==> config.mk <==
export PLATFORM = sky130hd
export DESIGN_NAME = seq_muldiv_unit_flat
export DESIGN_NICKNAME = d
export VERILOG_FILES = /design/src/rtl/seq_muldiv_unit_if.sv /design/src/rtl/seq_muldiv_unit.sv /design/src/flat_wrapper.sv
export SDC_FILE = /design/constraint.sdc
export NUM_CORES = 1
export LEC_CHECK = 0
export ABC_AREA = 0
export CORE_UTILIZATION = 50
export CTS_BUF_LIST = sky130_fd_sc_hd__clkbuf_4 sky130_fd_sc_hd__clkbuf_8 sky130_fd_sc_hd__clkbuf_16
export CTS_CLUSTER_SIZE = 16
export DETAILED_ROUTE_END_ITERATION = 8
export PLACE_DENSITY = 0.76
export SLEW_MARGIN = 30
export SYNTH_ARGS = -nofsm -noshare
export SYNTH_HDL_FRONTEND = slang
export SYNTH_SLANG_ARGS = --single-unit
==> constraint.sdc <==
create_clock -name clk -period 5.3 [get_ports clk]
set_clock_uncertainty 0.15 [all_clocks]
set_input_delay 1.06 -clock clk [delete_from_list [all_inputs] [get_ports clk]]
set_output_delay 1.06 -clock clk [all_outputs]
set_load 0.01 [all_outputs]
==> src/rtl/seq_muldiv_unit_if.sv <==
// Request/response bundle for seq_muldiv_unit: operands and opcode in,
// status pulses and the hi/lo result pair out.
interface seq_muldiv_unit_if #(parameter int WIDTH = 32);
   logic             start;
   logic [2:0]       op;
   logic [WIDTH-1:0] a;
   logic [WIDTH-1:0] b;
   logic             busy;
   logic             done;
   logic [WIDTH-1:0] hi;
   logic [WIDTH-1:0] lo;
   logic             div0;
   logic             illegal;

   modport master (output start, op, a, b,
                   input  busy, done, hi, lo, div0, illegal);
   modport slave  (input  start, op, a, b,
                   output busy, done, hi, lo, div0, illegal);
endinterface

==> src/rtl/seq_muldiv_unit.sv <==
// Sequential multiply/divide unit: WIDTH-cycle shift-add / restoring divide on magnitudes,
// sign fix-up in one extra cycle. Define MULDIV_MADD_EN to enable MADDU/MADD accumulate.
module seq_muldiv_unit #(
   parameter int WIDTH = 32
) (
   input  logic             clk,
   input  logic             rst_n,
   seq_muldiv_unit_if.slave bus
);

   localparam int CW = $clog2(WIDTH + 1);

   typedef enum logic [1:0] {IDLE, CALC, FIX, DONE} state_t;
   state_t state, state_nxt;

   logic [CW-1:0]      step;
   logic               op_div, neg_q, neg_r, b_zero;
`ifdef MULDIV_MADD_EN
   logic               op_acc;
`endif
   logic [WIDTH:0]     acc_hi;
   logic [WIDTH-1:0]   acc_lo, mag_b, a_raw;
   logic [WIDTH-1:0]   hi_q, lo_q;
   logic               div0_q, illegal_q;

   logic               op_ok, can_start, accept, reject, last_step;
   logic               sa, sb;
   logic [WIDTH-1:0]   ma, mb;
   logic [WIDTH:0]     mul_sum, rem_sh, trial;
   logic [WIDTH-1:0]   quo, rem;
   logic [2*WIDTH-1:0] prod, res;

   always_comb begin
      op_ok = 1'b0;
      case (bus.op)
         3'd0, 3'd1, 3'd4, 3'd5: op_ok = 1'b1;
`ifdef MULDIV_MADD_EN
         3'd2, 3'd3:             op_ok = 1'b1;
`endif
         default:                op_ok = 1'b0;
      endcase
   end

   assign can_start = (state == IDLE) || (state == DONE);
   assign accept    = can_start && bus.start && op_ok;
   assign reject    = can_start && bus.start && !op_ok;
   assign last_step = (step == CW'(WIDTH - 1));

   always_ff @(posedge clk or negedge rst_n) begin
      if (!rst_n) state <= IDLE;
      else        state <= state_nxt;
   end

   always_comb begin
      state_nxt = state;
      case (state)
         IDLE:    if (accept) state_nxt = CALC;
         CALC:    if (last_step) state_nxt = FIX;
         FIX:     state_nxt = DONE;
         DONE:    state_nxt = accept ? CALC : IDLE;
         default: state_nxt = IDLE;
      endcase
   end

   // Odd opcodes are the signed variants; only those get magnitude conversion.
   always_comb begin
      sa = bus.op[0] & bus.a[WIDTH-1];
      sb = bus.op[0] & bus.b[WIDTH-1];
      ma = sa ? -bus.a : bus.a;
      mb = sb ? -bus.b : bus.b;
   end

   always_comb begin
      mul_sum = acc_hi + (acc_lo[0] ? {1'b0, mag_b} : '0);
      rem_sh  = {acc_hi[WIDTH-1:0], acc_lo[WIDTH-1]};
      trial   = rem_sh - {1'b0, mag_b};
   end

   always_comb begin
      quo  = neg_q ? -acc_lo : acc_lo;
      rem  = neg_r ? -acc_hi[WIDTH-1:0] : acc_hi[WIDTH-1:0];
      prod = {acc_hi[WIDTH-1:0], acc_lo};
      prod = neg_q ? -prod : prod;
      if (op_div) begin
         res = b_zero ? {a_raw, {WIDTH{1'b1}}} : {rem, quo};
      end else begin
         res = prod;
`ifdef MULDIV_MADD_EN
         if (op_acc) res = prod + {hi_q, lo_q};
`endif
      end
   end

   // Multiply and divide share the accumulator pair: {acc_hi,acc_lo} shifts right
   // while multiplying and left while dividing, starting from the same load.
   always_ff @(posedge clk or negedge rst_n) begin
      if (!rst_n) begin
         step      <= '0;
         op_div    <= 1'b0;
         neg_q     <= 1'b0;
         neg_r     <= 1'b0;
         b_zero    <= 1'b0;
`ifdef MULDIV_MADD_EN
         op_acc    <= 1'b0;
`endif
         acc_hi    <= '0;
         acc_lo    <= '0;
         mag_b     <= '0;
         a_raw     <= '0;
         hi_q      <= '0;
         lo_q      <= '0;
         div0_q    <= 1'b0;
         illegal_q <= 1'b0;
      end else begin
         illegal_q <= reject;
         if (accept) begin
            step   <= '0;
            op_div <= bus.op[2];
            neg_q  <= sa ^ sb;
            neg_r  <= sa;
            b_zero <= (bus.b == '0);
`ifdef MULDIV_MADD_EN
            op_acc <= bus.op[1] & ~bus.op[2];
`endif
            acc_hi <= '0;
            acc_lo <= ma;
            mag_b  <= mb;
            a_raw  <= bus.a;
            div0_q <= 1'b0;
         end else if (state == CALC) begin
            step <= step + 1'b1;
            if (op_div) begin
               acc_hi <= trial[WIDTH] ? rem_sh : trial;
               acc_lo <= {acc_lo[WIDTH-2:0], ~trial[WIDTH]};
            end else begin
               acc_hi <= {1'b0, mul_sum[WIDTH:1]};
               acc_lo <= {mul_sum[0], acc_lo[WIDTH-1:1]};
            end
         end else if (state == FIX) begin
            hi_q   <= res[2*WIDTH-1:WIDTH];
            lo_q   <= res[WIDTH-1:0];
            div0_q <= op_div & b_zero;
         end
      end
   end

   assign bus.busy    = (state == CALC) || (state == FIX);
   assign bus.done    = (state == DONE);
   assign bus.hi      = hi_q;
   assign bus.lo      = lo_q;
   assign bus.div0    = div0_q;
   assign bus.illegal = illegal_q;

endmodule
==> src/flat_wrapper.sv <==
// flat-port wrapper written by rule: the top's interface ports become plain ports
module seq_muldiv_unit_flat 
#(
   parameter int WIDTH = 32
)
  (clk, rst_n, bus_start, bus_op, bus_a, bus_b, bus_busy, bus_done, bus_hi, bus_lo, bus_div0, bus_illegal);
  seq_muldiv_unit_if #(.WIDTH(WIDTH)) bus_i ();
  input  logic clk;
  input  logic rst_n;
  input wire logic [$bits(bus_i.start)-1:0] bus_start;
  input wire logic [$bits(bus_i.op)-1:0] bus_op;
  input wire logic [$bits(bus_i.a)-1:0] bus_a;
  input wire logic [$bits(bus_i.b)-1:0] bus_b;
  output wire logic [$bits(bus_i.busy)-1:0] bus_busy;
  output wire logic [$bits(bus_i.done)-1:0] bus_done;
  output wire logic [$bits(bus_i.hi)-1:0] bus_hi;
  output wire logic [$bits(bus_i.lo)-1:0] bus_lo;
  output wire logic [$bits(bus_i.div0)-1:0] bus_div0;
  output wire logic [$bits(bus_i.illegal)-1:0] bus_illegal;
  assign bus_i.start = bus_start;
  assign bus_i.op = bus_op;
  assign bus_i.a = bus_a;
  assign bus_i.b = bus_b;
  assign bus_busy = bus_i.busy;
  assign bus_done = bus_i.done;
  assign bus_hi = bus_i.hi;
  assign bus_lo = bus_i.lo;
  assign bus_div0 = bus_i.div0;
  assign bus_illegal = bus_i.illegal;
  seq_muldiv_unit #(.WIDTH(WIDTH)) u_core (.clk(clk), .rst_n(rst_n), .bus(bus_i));
endmodule
==> flow_metrics.py <==
metrics = {
    "grt": {
        "grt_pass1_vias": 15300,
        "grtUsageTotal": 0.305,
        "grt_overflow": 0,
        "grt_max_degree": 95,
        "antenna_found_initial": 0,
        "grt_pass1_wl_mm": 82.2,
    },
    "cells_and_area": {
        "final_cells": 2619,
        "syn_to_final_growth_pct": 15.4,
        "num-nets-final": 2307,
        "drive_above_1_share": 0.0611,
        "diodes": 0,
    },
    "setup_path": {
        "critical_path_peak_fanout": 14,
        "endpoint_kind": "register",
        "crit_type": "reg -> reg",
        "rr_startpoint": "u_core.acc_hi[17]",
        "path_cells": "ha_1 -> a21oi_1 -> a21oi_1 -> a2111oi_0 -> o21ai_0 -> a2111oi_0 -> o41ai_1 -> a21o_1 -> a21o_1 -> ha_1 -> buf_4 -> mux2_2 -> mux2i_1 -> a211oi_1",
        "required_ps": 5520,
        "cp_slowest_cell": "ha_1",
        "rrSetupSlack_ps": 380,
        "worst_r2r_endpoint": "u_core.acc_hi[13]",
        "start_kind": "register",
        "arrival_ps": 5130,
        "critPathMaxStageDelay_ps": 610,
        "rr_worst_depth": 14,
        "startpoint": "u_core.acc_hi[17]",
    },
    "timing": {
        "setup_tns_ps": 0,
        "maxSlewHeadroom": 0.339,
        "worst_slack_ps": 385,
        "rsz0062_at_grt": "false",
        "tightest_slew_ps": 992,
        "fin_crit_ps": 4920,
        "max_freq_mhz": 203,
        "setup_viol": 0,
        "hold_slack_ps": 328,
        "post-route-period-util": 0.927,
        "maxSlewViolCount": 0,
        "hold_violations": 0,
    },
    "synthesis": {
        "synth_edf_count": 0,
        "synthTopCellsByArea": "dfrtp_1 31%, nand2_1 6.4%, o21ai_0 5.8%",
        "async_reset_ff_frac": 1.00,
        "synth_top_area_frac": 0.312,
        "syn-instance-count": 2100,
        "synth.distinct_cells": 78,
        "syn_area_um2": 16600,
        "seq_area_frac_synth": 0.312,
        "syn-mean-instance-area_um2": 7.91,
        "synth_top_area_cell": "dfrtp_1",
        "synth-main-ff-cell": "dfrtp_1",
        "synth_seq_cells": 207,
        "ys_warn_count": 0,
        "syn-num-nets": 2249,
    },
    "clock_network": {
        "clk_latency_ps": 540,
        "numCtsBuffers": 26,
        "cts.path.max_buffers": 3,
        "h-tree-depth": 1,
        "cts_hold_buf": 0,
        "cts_root_buf": "clkbuf_16",
        "cts_sinks": 207,
        "post_cts_buffers": 0,
        "clk_pin_slew_ps": 60,
        "cts_tree": "built",
        "cts_resized": 0,
    },
    "detailed_routing": {
        "wire_per_inst_um": 19.7,
        "drcViolationCount": 0,
        "dr.first_iter.drc_count": 1748,
        "vias": 16100,
        "ant_nets": 0,
        "wirelength_mm": 51.7,
        "viasPerCell": 6.15,
        "drt_first_pass_iters": 6,
    },
    "outcome": {
        "status": "completed",
    },
    "min_path": {
        "hold_path.class": "reg -> reg",
        "holdPathStages": 2,
        "worstHoldStart": "u_core.mag_b[26]",
        "holdPathEnd": "u_core.mag_b[26]",
    },
    "floorplan": {
        "die_width_um": 184,
        "rows": 66,
        "initial_core_util": 0.509,
        "core-area_um2": 32600,
        "dieHeight_um": 184,
        "io_pins": 138,
        "dieArea_um2": 33900,
    },
    "power_and_ir_drop": {
        "cellPowerDensity_nw_per_um2": 734,
        "irDropWorstVdd_v": 0.000490,
        "leakagePower_nw": 7.84,
    },
    "placement": {
        "pre_cts_slack_ps": 498,
        "gp_congestion": 0.978,
        "dp_hpwl_mm": 37.6,
        "placed_cells": 2572,
        "portBuffers": 137,
    },
    "job": {
        "cap_violations": 0,
    },
}
[cell usage after synthesis, drive strengths merged (17+ instances only)]
cell type and count:
a21o 26, a21oi 157, a31oi 20, buf 22
clkbuf 119, dfrtp 207, ha 77, inv 77
mux2i 57, nand2 281, nand2b 31, nand3 34
nor2 205, nor3 40, nor4 17, o211ai 52
o21ai 199, o31ai 24, o41ai 17, or3 24
or4 22, xnor2 93, xor2 99
[cell usage in the layout, fill, tap and decap left out, drive strengths merged, types with 15 or more instances in the layout]
master	count
a21oi	157
a21o	26
dfrtp	207
o22ai	15
buf	34
clkdlybuf4s50	136
nor3	40
a31oi	20
xnor2	93
or3	24
xor2	99
mux2i	57
clkbuf	39
ha	77
o41ai	17
o21ai	199
nand2b	31
o221ai	15
or4	22
nor2	205
o211ai	52
nand3	34
nor4	17
inv	78
o31ai	24
nand2	281
[cells by family (layout without fill, tap and decap cells)]
kind of cell	after synthesis	in the layout	synth area share
AND/OR/NAND/NOR	726	726	0.203
buffers and inverters	218	295	0.0512
XOR/XNOR	192	192	0.101
multiplexers	70	70	0.0432
adder cells (fa/ha/maj)	79	79	0.0604
AO/OA/AOI/OAI	608	608	0.229
flip-flops	207	207	0.312
[worst max path at each step]
stage / end / cells past startpoint / slack [ps]
after CTS: u_core.acc_hi[6] / 14 / 450
after global placement: u_core.acc_hi[10] / 16 / 790
after floorplan: u_core.acc_hi[12] / 17 / 1350
after global routing: u_core.acc_hi[26] / 15 / 80
after detailed placement: u_core.acc_hi[24] / 15 / 500
final: u_core.acc_hi[13] / 14 / 380
[metal layers]
metal,share of wire,GRT usage,up-vias
met5,0,0,-
li1,-,-,7555
met4,0.039,0.112,0
met3,0.075,0.0520,119
met1,0.43,0.420,7752
met2,0.45,0.479,674
[worst max-delay path: cells and delay by family (launching register included)]
kind,cells,cell delay (ps)
multiplexers,2,500
AO/OA/AOI/OAI,9,2290
buffers and inverters,1,310
flip-flops,1,480
adder cells (fa/ha/maj),2,1000
[registers in the layout, indices dropped and copies added, names as in the netlist]
name / count
u_core.bus.illegal: 1
u_core.acc_lo: 32
u_core.bus.div0: 1
u_core.state: 2
u_core.mag_b: 32
u_core.a_raw: 32
u_core.neg_r: 1
u_core.neg_q: 1
u_core.b_zero: 1
u_core.bus.lo: 32
u_core.step: 6
u_core.acc_hi: 33
u_core.op_div: 1
u_core.bus.hi: 32
[layout make-up]
cell class | instances | area [um^2]
repair buffers | 171 | 1660
fillers | 2938 | 13500
multi-input cells | 1675 | 10600
flip-flops and latches | 207 | 5190
clock buffers | 38 | 790
well taps | 442 | 553
clock inverters | 9 | 86.3
inverters | 77 | 289
[where the power goes]
part / internal (mW) / switching (mW) / leakage [nW]
clock: 1.08 / 0.725 / 0.435
sequential: 2.36 / 0.999 / 2.48
combinational: 3.74 / 5.15 / 4.93
[through the flow]
stage          cell area (um^2)  total power, mW   util
6_report                  19200             14.1  0.587
5_1_grt                   19200             15.2  0.587
4_1_cts                   19200             13.9  0.587
3_5_place_dp              18300             12.0  0.560
3_3_place_gp              18300             11.9  0.560
2_1_floorplan             16600             9.35      -
Power figures use the tool's default switching activity.
